===== src/rtl/sigmoid_mac_pipe.sv =====
// sigmoid_mac_pipe: pipelined signed-weight x unsigned-activation MAC neuron with hard-sigmoid/ReLU output
// Ports: clk, rst (sync, active-high), clear (sync flush), act_mode (0 sigmoid, 1 ReLU),
//   in_valid/in_ready/in_last + weights/inputs/bias beat interface,
//   accum_out (live accumulator), out/out_valid/out_ready result handshake.
// Optional: define SIGMOID_MAC_SAT_EN for a saturating accumulator instead of wrapping.
module sigmoid_mac_pipe #(
  parameter int LANES     = 4,
  parameter int W_W       = 4,
  parameter int IN_W      = 4,
  parameter int BIAS_W    = 4,
  parameter int ACC_W     = 16,
  parameter int OUT_W     = 4,
  parameter int ACT_SHIFT = 4
) (
  input  logic                    clk,
  input  logic                    rst,
  input  logic                    clear,
  input  logic                    act_mode,
  input  logic                    in_valid,
  output logic                    in_ready,
  input  logic                    in_last,
  input  logic [LANES*W_W-1:0]    weights,
  input  logic [LANES*IN_W-1:0]   inputs,
  input  logic [BIAS_W-1:0]       bias,
  output logic [ACC_W-1:0]        accum_out,
  output logic [OUT_W-1:0]        out,
  output logic                    out_valid,
  input  logic                    out_ready
);
  localparam int P_W = W_W + IN_W + 1;
  localparam int S_W = P_W + $clog2(LANES);
  localparam logic signed [ACC_W-1:0] MAX_V = ACC_W'((1 << OUT_W) - 1);
  localparam logic signed [ACC_W-1:0] MID_V = ACC_W'(1 << (OUT_W - 1));
  logic wait_q, wait_d, mid_q, mid_d, mode_q, mode_d;
  logic signed [BIAS_W-1:0] bias_q, bias_d;
  logic v0_q, v0_d, f0_q, f0_d, l0_q, l0_d;
  logic v1_q, v1_d, f1_q, f1_d, l1_q, l1_d;
  logic v2_q, v2_d, f2_q, f2_d, l2_q, l2_d;
  logic [LANES*W_W-1:0] w0_q, w0_d;
  logic [LANES*IN_W-1:0] x0_q, x0_d;
  logic signed [P_W-1:0] prod_q [LANES];
  logic signed [P_W-1:0] prod_d [LANES];
  logic signed [S_W-1:0] sum_q, sum_d;
  logic signed [ACC_W-1:0] acc_q, acc_d, base, add, a, t;
  logic [OUT_W-1:0] out_q, out_d;
  logic out_valid_q, out_valid_d;
  logic accept, fire;
`ifdef SIGMOID_MAC_SAT_EN
  logic signed [ACC_W:0] wide;
`endif
  // a closed vector blocks new beats until its result has been consumed
  assign in_ready  = ~wait_q & ~rst & ~clear;
  assign accept    = in_valid & in_ready;
  assign fire      = v2_q & ~clear;
  assign accum_out = acc_q;
  assign out       = out_q;
  assign out_valid = out_valid_q;
  always_comb begin
    v0_d = accept;
    f0_d = ~mid_q;
    l0_d = in_last;
    w0_d = weights;
    x0_d = inputs;
    v1_d = v0_q & ~clear;
    f1_d = f0_q;
    l1_d = l0_q;
    for (int k = 0; k < LANES; k++)
      prod_d[k] = P_W'($signed(w0_q[k*W_W +: W_W])) * $signed(P_W'(x0_q[k*IN_W +: IN_W]));
    v2_d = v1_q & ~clear;
    f2_d = f1_q;
    l2_d = l1_q;
    sum_d = '0;
    for (int k = 0; k < LANES; k++)
      sum_d = sum_d + S_W'(prod_q[k]);
    base = f2_q ? ACC_W'(bias_q) : acc_q;
`ifdef SIGMOID_MAC_SAT_EN
    wide = (ACC_W+1)'(base) + (ACC_W+1)'(sum_q);
    add  = (wide[ACC_W] != wide[ACC_W-1]) ? {wide[ACC_W], {(ACC_W-1){~wide[ACC_W]}}} : wide[ACC_W-1:0];
`else
    add  = base + ACC_W'(sum_q);
`endif
    acc_d = clear ? '0 : v2_q ? add : acc_q;
    a     = acc_d >>> ACT_SHIFT;
    t     = mode_q ? a : a + MID_V;
    out_d = (fire & l2_q) ? (t < 0 ? '0 : t > MAX_V ? OUT_W'(MAX_V) : OUT_W'(t)) : out_q;
    out_valid_d = clear ? 1'b0 : (fire & l2_q) | (out_valid_q & ~out_ready);
    wait_d = clear ? 1'b0 : (accept & in_last) ? 1'b1 : (out_valid_q & out_ready) ? 1'b0 : wait_q;
    mid_d  = clear ? 1'b0 : accept ? ~in_last : mid_q;
    // bias and mode are only taken from the first beat of a vector
    bias_d = (accept & ~mid_q) ? bias : bias_q;
    mode_d = (accept & ~mid_q) ? act_mode : mode_q;
  end
  always_ff @(posedge clk) begin
    if (rst) begin
      {v0_q, f0_q, l0_q, v1_q, f1_q, l1_q, v2_q, f2_q, l2_q} <= '0;
      w0_q        <= '0;
      x0_q        <= '0;
      prod_q      <= '{default: '0};
      sum_q       <= '0;
      acc_q       <= '0;
      out_q       <= '0;
      out_valid_q <= 1'b0;
      wait_q      <= 1'b0;
      mid_q       <= 1'b0;
      bias_q      <= '0;
      mode_q      <= 1'b0;
    end else begin
      {v0_q, f0_q, l0_q} <= {v0_d, f0_d, l0_d};
      {v1_q, f1_q, l1_q} <= {v1_d, f1_d, l1_d};
      {v2_q, f2_q, l2_q} <= {v2_d, f2_d, l2_d};
      w0_q        <= w0_d;
      x0_q        <= x0_d;
      prod_q      <= prod_d;
      sum_q       <= sum_d;
      acc_q       <= acc_d;
      out_q       <= out_d;
      out_valid_q <= out_valid_d;
      wait_q      <= wait_d;
      mid_q       <= mid_d;
      bias_q      <= bias_d;
      mode_q      <= mode_d;
    end
  end
endmodule


===== config.mk =====
export PLATFORM = sky130hd
export DESIGN_NAME = sigmoid_mac_pipe
export DESIGN_NICKNAME = d
export VERILOG_FILES = /design/src/rtl/sigmoid_mac_pipe.sv
export SDC_FILE = /design/constraint.sdc
export NUM_CORES = 1
export LEC_CHECK = 0
export CORE_ASPECT_RATIO = 1.2
export CORE_MARGIN = 8
export CORE_UTILIZATION = 50
export CTS_BUF_LIST = sky130_fd_sc_hd__clkbuf_4 sky130_fd_sc_hd__clkbuf_8
export CTS_CLUSTER_SIZE = 16
export DETAILED_ROUTE_END_ITERATION = 10
export HOLD_SLACK_MARGIN = 0.06
export PLACE_DENSITY = 0.71
export SLEW_MARGIN = 20
export SYNTH_ARGS = -nofsm -noshare
export SYNTH_HDL_FRONTEND = slang
export SYNTH_SLANG_ARGS = --single-unit

===== constraint.sdc =====
create_clock -name clk -period 5.7 [get_ports clk]
set_input_delay 0.855 -clock clk [delete_from_list [all_inputs] [get_ports clk]]
set_output_delay 0.855 -clock clk [all_outputs]
set_load 0.02 [all_outputs]

==> metrics.txt, run 1 <==
Hold Path Stages 2; Routed Wire Length ~15000 um; routed vias/inst approximately 5.2; maximum vdd drop 0.143 mV; multi-input logic area 0.00464 mm^2; critical path endpoint category register; crit path kind register to register; Ports 65; Fillers 1250; status finished clean; die area roughly 0.019 mm^2; gpl congestion between 0.8 and 0.9; Worst-path clk slew ~0.07 ns; Synth Warn # 0; nets@finish between 1k and 1.5k; share of layout cells above drive strength 1 6.73%; Ant. Diodes 0; syn nets just under 1k; Skew-Pair Late Insertion Delay about 0.43 ns; Area Growth Syn to Fin 15.5%; Slew HR around a third; post-route setup slack 1.09 ns; Area after DPL between 0.008 and 0.009 mm^2; DRC 0; vias in the first global route roughly 5.8k; most frequent cells in the layout 116 x dfxtp_1, 94 x ha_1, 84 x inv_1, 83 x nor2_1, 63 x clkdlybuf4s50_1; EDFF count, synth 0; Max-Cap Viols 0; commonest non-fill, non-tap cell in the layout dfxtp_1; Yosys reg bits 116; fin area approximately 0.0086 mm^2; WP buf/inv 2; setup TNS 0 ns; Layout Cells excl Fill roughly 1.1k; sequential area share after synthesis between 30% and 40%; FMAX around 0.22 GHz; H-tree Lvls 4; ys async rst share 0%; PortBufs 64; pin count of the biggest net entering global routing 97; slowest cell on the critical path dfxtp_1; Layout Utilization 59.2%; reg2reg path depth 19; P_leak about 4 nW; Crit Path Max Fanout 13; cell count after synthesis 790; final setup fails 0; total core area 0.0145 mm^2; ranking of synthesized cells by area dfxtp_1 31%, ha_1 16%, fa_1 11%; final setup skew approximately 0.013 ns; CP peak stage delay between 0.6 and 0.7 ns; DP Worst Slack approximately 1.2 ns; Clock Tree Root clkbuf_8; number of distinct library cells after synthesis roughly 70; final hold slack around 0.41 ns; DP Cell Count 1034; Pwr Total 1.97 mW; first-pass GRT wire length around 26000 um; Vias between 5k and 6k; Post-CTS Hold Fix Bufs 0; chip width between 100 and 150 um; DR pass1 iterations 4; Slew Limit Fails 0; clock sinks around 120; syn avg cell area roughly 9.4 um^2; Startpoint Class register; Hold Fails Final Rpt 0; Post-DRT Antenna Nets 0; antenna violations before repair 0; minimum clock period about 4.6 ns; drt wl/cell 14.4 um; CTS Buffer Depth 2; crit share post-route slightly above 80%; critical path, cell by cell mux2_2 > ha_1 > inv_1 > fa_1 > nand2b_1 > a21o_1 > a31oi_1 > a31oi_1 > or2_2 > inv_1 > ha_1 > and2b_2 > nand2_1 > a211o_1 > a221oi_1 > o311ai_2 > o21ai_1 > a2111oi_2 > a221o_1; area leader, netlist dfxtp_1; Total GRT Usage between 15 and 20%; Synth top area share 31.3%; arrival time of the worst setup path between 4 and 5 ns; Starting Density 51.2%; gr ovfl total 0; CTS tree yes; pwr dens 230 mW/mm^2; mapped cell area roughly 0.0074 mm^2; CP delay by family, top compound AO/OA/AOI/OAI gates; row cnt 48; RSZ-0062 raised after global routing no; Reg area 0.00232 mm^2; HPWL Detailed 11900 um; Post-CTS Resized 0; Worst Hold Class register to register; dominant synthesized flop cell dfxtp_1; Req. time, crit path around 6.0 ns; DR iter-0 viols 257; total CTS buffers 17; Post-CTS Setup Inserts 0; WP depth 19; Die Y 149 um; Slew @ Worst Pin about 1 ns
[worst register-to-register path, cell delays in order (launching register included)]
cell and delay, ns:
dfxtp_1 0.65, mux2_2 0.26, ha_1 0.20, inv_1 0.07
fa_1 0.39, nand2b_1 0.22, a21o_1 0.21, a31oi_1 0.23
a31oi_1 0.14, or2_2 0.33, inv_1 0.07, ha_1 0.19
and2b_2 0.17, nand2_1 0.05, a211o_1 0.23, a221oi_1 0.32
o311ai_2 0.13, o21ai_1 0.23, a2111oi_2 0.12, a221o_1 0.29
[where the power goes]
| group | internal, mW | switching [mW] |
|---|---|---|
| combinational | 0.163 | 0.179 |
| clock | 0.420 | 0.311 |
| sequential | 0.860 | 0.0358 |
[layout make-up]
class,count,area share [%]
tap,200,2.92
timing repair buffer,67,7.69
clock buffer,22,3.39
sequential,116,27.1
clock inverter,6,0.935
multi-input combinational,566,54.2
inverter,85,3.73
[registers in the layout, indices dropped and copies added, names as in the netlist, 4 cells and up]
signal	cells
prod_q	36
accum_out	16
w0_q	16
x0_q	16
sum_q	11
bias_q	4
out	4
[cell usage after synthesis (all sizes together) (2+ instances only)]
master,instances
o31ai,3
a21oi,40
fa,40
xor2,20
a31oi,3
mux2,2
and2,27
a221o,3
mux2i,14
clkbuf,15
a21o,13
nor2b,58
nor3,5
nand2b,15
o211ai,3
nand2,42
xnor2,17
nand3,5
dfxtp,116
a311o,2
inv,85
and2b,3
ha,94
or4,2
or2,4
o21a,2
o21ai,22
a311oi,2
and3,3
buf,8
o21bai,10
o2111ai,2
nor2,83
a211oi,8
nand4,2
[logic make-up after synthesis]
logic type / count (synthesis) / synth area share [%]
AOI/OAI and AO/OA: 125 / 11.8
adders and majority gates: 134 / 26.7
xor gates and xnor gates: 37 / 4.37
buffers and inverters: 108 / 6.09
muxes: 16 / 2.19
DFF: 116 / 31.3
and+or+nand+nor: 254 / 17.5
[final timing paths]
check | to | slack, ns | startpoint
max reg2reg | out[2] | 1.09 | f2_q
min reg2reg | v2_q | 0.41 | v1_q
min | v2_q | 0.41 | v1_q
max | out[2] | 1.09 | f2_q
[layer usage]
layer / share of wire (%) / vias up / global-route usage [%]
li1: - / 2731 / -
met4: 3.0 / 0 / 9.30
met5: 0 / - / 0
met1: 42 / 2598 / 17.8
met2: 51 / 124 / 31.4
met3: 4.0 / 34 / 4.34
No activity file was read; power rests on OpenSTA's default activity.
==> run 2, diff against run 1 <==
--- a/config.mk
+++ b/config.mk
@@ -12,7 +12,7 @@
 export CTS_CLUSTER_SIZE = 16
 export DETAILED_ROUTE_END_ITERATION = 10
 export HOLD_SLACK_MARGIN = 0.06
-export PLACE_DENSITY = 0.71
+export PLACE_DENSITY = 0.73
 export SLEW_MARGIN = 20
 export SYNTH_ARGS = -nofsm -noshare
 export SYNTH_HDL_FRONTEND = slang
==> constraint.sdc (replaced) <==
create_clock -name clk -period 3.98 [get_ports clk]
set_input_delay 0.597 -clock clk [delete_from_list [all_inputs] [get_ports clk]]
set_output_delay 0.597 -clock clk [all_outputs]
set_load 0.02 [all_outputs]
==> run 2 against run 1 <==
  * Design area increased by 5.9%
  * Clock skew decreased by 0.0027 ns
  * Sequential cell count unchanged
  * Power increased by 59%
  * Worst setup slack got worse by 1.0 ns
  * Sequential power increased by 43%
  * Global-route usage decreased by 0.49 points
  * Clock power increased by 79%
  * Core utilization increased by 3.5 points
  * Clock-buffer cell count increased by 2
  * Combinational power increased by 56%
  * Fmax increased by 18%
  * Critical path type unchanged
==> metrics.txt, run 2 (same netlist as run 1, synthesis figures left out) <==
drt wl/cell 13.5 um (-5.9%); setup TNS 0 ns (unchanged); H-tree Lvls 4 (unchanged); vias in the first global route 5560 (-4.3%); RSZ-0062 raised after global routing yes; Crit Path Max Fanout 3 (-10); HPWL Detailed 11200 um (-5.8%); critical path, cell by cell mux2_4 > ha_4 > inv_2 > fa_2 > nand2b_4 > a21o_1 > a31oi_4 > a31oi_4 > or2_4 > inv_4 > ha_4 > and2b_2 > nand2_2 > a211o_1 > a221oi_2 > o311ai_2 > o21ai_2 > a2111oi_4 > a221o_1; Vias 5539 (+0.95%); Req. time, crit path 4.31 ns (-1.71 ns); reg2reg path depth 19 (unchanged); Post-DRT Antenna Nets 0 (unchanged); nets@finish 1063 (+3.2%); status finished clean; total core area 0.0145 mm^2 (unchanged); maximum vdd drop 0.280 mV (+96%); Worst Setup SP f2_q; share of layout cells above drive strength 1 12.6% (+5.8 points); first-pass GRT wire length 25400 um (-3.6%); crit path kind register to register; CP peak stage delay 0.38 ns (-0.27 ns); Ports 65 (unchanged); Slew Limit Fails 0 (unchanged); min-delay src v0_q; largest reg by FF count prod_q; pin count of the biggest net entering global routing 97 (unchanged); Skew-Pair Late Insertion Delay 0.44 ns (about the same); Slew @ Worst Pin 0.988 ns (+0.00366 ns); crit share post-route 98.1% (+17 points); pwr dens 345 mW/mm^2 (+50%); WHS Endpoint v1_q; Area Growth Syn to Fin 22.3%; Die Y 149 um (unchanged); critical path endpoint category register; Largest register FFs 36 (unchanged); Worst Hold Class register to register; total CTS buffers 17 (unchanged); slowest cell on the critical path fa_2; Routed Wire Length 14900 um (-2.7%); gr ovfl total 0 (unchanged); chip width 127 um (unchanged); die area 0.0190 mm^2 (unchanged); antenna violations before repair 0 (unchanged); Hold Path Stages 2 (unchanged); CTS tree yes; flop2flop setup slack 0.08 ns (-1.01 ns); DR pass1 iterations 5 (+1); post-route setup slack 0.0774 ns (-1.01 ns); commonest non-fill, non-tap cell in the layout dfxtp_1; PortBufs 64 (unchanged); Total GRT Usage 16.7% (-0.49 points); arrival time of the worst setup path 4.23 ns (-0.70 ns); Critical R2R Launch f2_q; minimum clock period 3.90 ns (-0.706 ns); Startpoint Class register; final setup fails 0 (unchanged); row cnt 48 (unchanged); most frequent cells in the layout 115 x dfxtp_1, 90 x ha_1, 83 x nor2_1, 82 x inv_1, 63 x clkdlybuf4s50_1; gpl congestion 0.903 (+6.1%); clock sinks 116 (unchanged); DP Worst Slack -0.0325 ns (-1.20 ns); DR iter-0 viols 326 (+27%); WP buf/inv 2 (unchanged); FF-to-FF End out[2]; Max-Cap Viols 0 (unchanged); Ant. Diodes 0 (unchanged); final setup skew 0.0107 ns (-0.00272 ns); Starting Density 51.2% (unchanged); CTS Buffer Depth 2 (unchanged); Slew HR 34.1% (-0.24 points); Clock Tree Root clkbuf_8; CP delay by family, top compound AO/OA/AOI/OAI gates; Pwr Total 3.13 mW (+59%); FMAX 0.256 GHz (+18%); Worst-path clk slew 0.07 ns (about the same); Hold Fails Final Rpt 0 (unchanged); routed vias/inst 5.04 (-2.5%); P_leak 4.19 nW (+6.0%); DRC 0 (unchanged)
run 2: cell type report:
| type | instances | area, um^2 |
|---|---|---|
| Fill cell | 1170 | 5410 |
| Clock buffer | 24 | 312 |
| Clock inverter | 8 | 170 |
| Sequential cell | 116 | 2330 |
| Timing Repair Buffer | 100 | 912 |
| Multi-Input combinational cell | 566 | 4780 |
| Inverter | 85 | 322 |
| Tap cell | 200 | 250 |
run 2: worst reg2reg max path: stages (launching register included):
cell	delay, ns
dfxtp_4	0.36
mux2_4	0.21
ha_4	0.12
inv_2	0.04
fa_2	0.38
nand2b_4	0.15
a21o_1	0.19
a31oi_4	0.23
a31oi_4	0.12
or2_4	0.31
inv_4	0.06
ha_4	0.13
and2b_2	0.16
nand2_2	0.05
a211o_1	0.30
a221oi_2	0.28
o311ai_2	0.16
o21ai_2	0.19
a2111oi_4	0.10
a221o_1	0.28
run 2: worst max-delay path by stage:
stage	end	slack [ns]	depth (start not counted)
2_1_floorplan	out[2]	0.03	20
3_3_place_gp	out[0]	0.05	19
3_5_place_dp	out[0]	-0.03	19
4_1_cts	out[2]	0.0004	19
5_1_grt	out[2]	-0.09	19
6_report	out[2]	0.08	19
run 2: metrics by stage:
step           util [%]  hold WS (ns)  instance area [um^2]  instances
3_3_place_gp       57.8         0.400                  8360       1056
5_1_grt            62.7         0.428                  9070       1099
4_1_cts            61.2         0.413                  8850       1088
3_5_place_dp       57.8         0.403                  8360       1056
6_report           62.7         0.410                  9070       1099
2_1_floorplan         -         0.394                  7420        790
run 2: power by group:
group	internal, mW	switching (mW)	leakage [nW]
combinational	0.268	0.267	3.00
clock	0.833	0.474	0.240
sequential	1.23	0.0525	0.953
total	2.33	0.794	4.19
run 2: repair_timing:
item / in CTS / in global routing
hold buffers: 0 / 0
buffers inserted: 0 / 11
pin swaps: 1 / 20
resized for setup: 2 / 31
setup endpoints to repair: 3 / 4
run 2: metal layers:
metal  wire, um  track usage [%]
met1       6340             19.1
met2       7330             28.4
met3        627             3.60
met4        547             9.77
met5          0                0
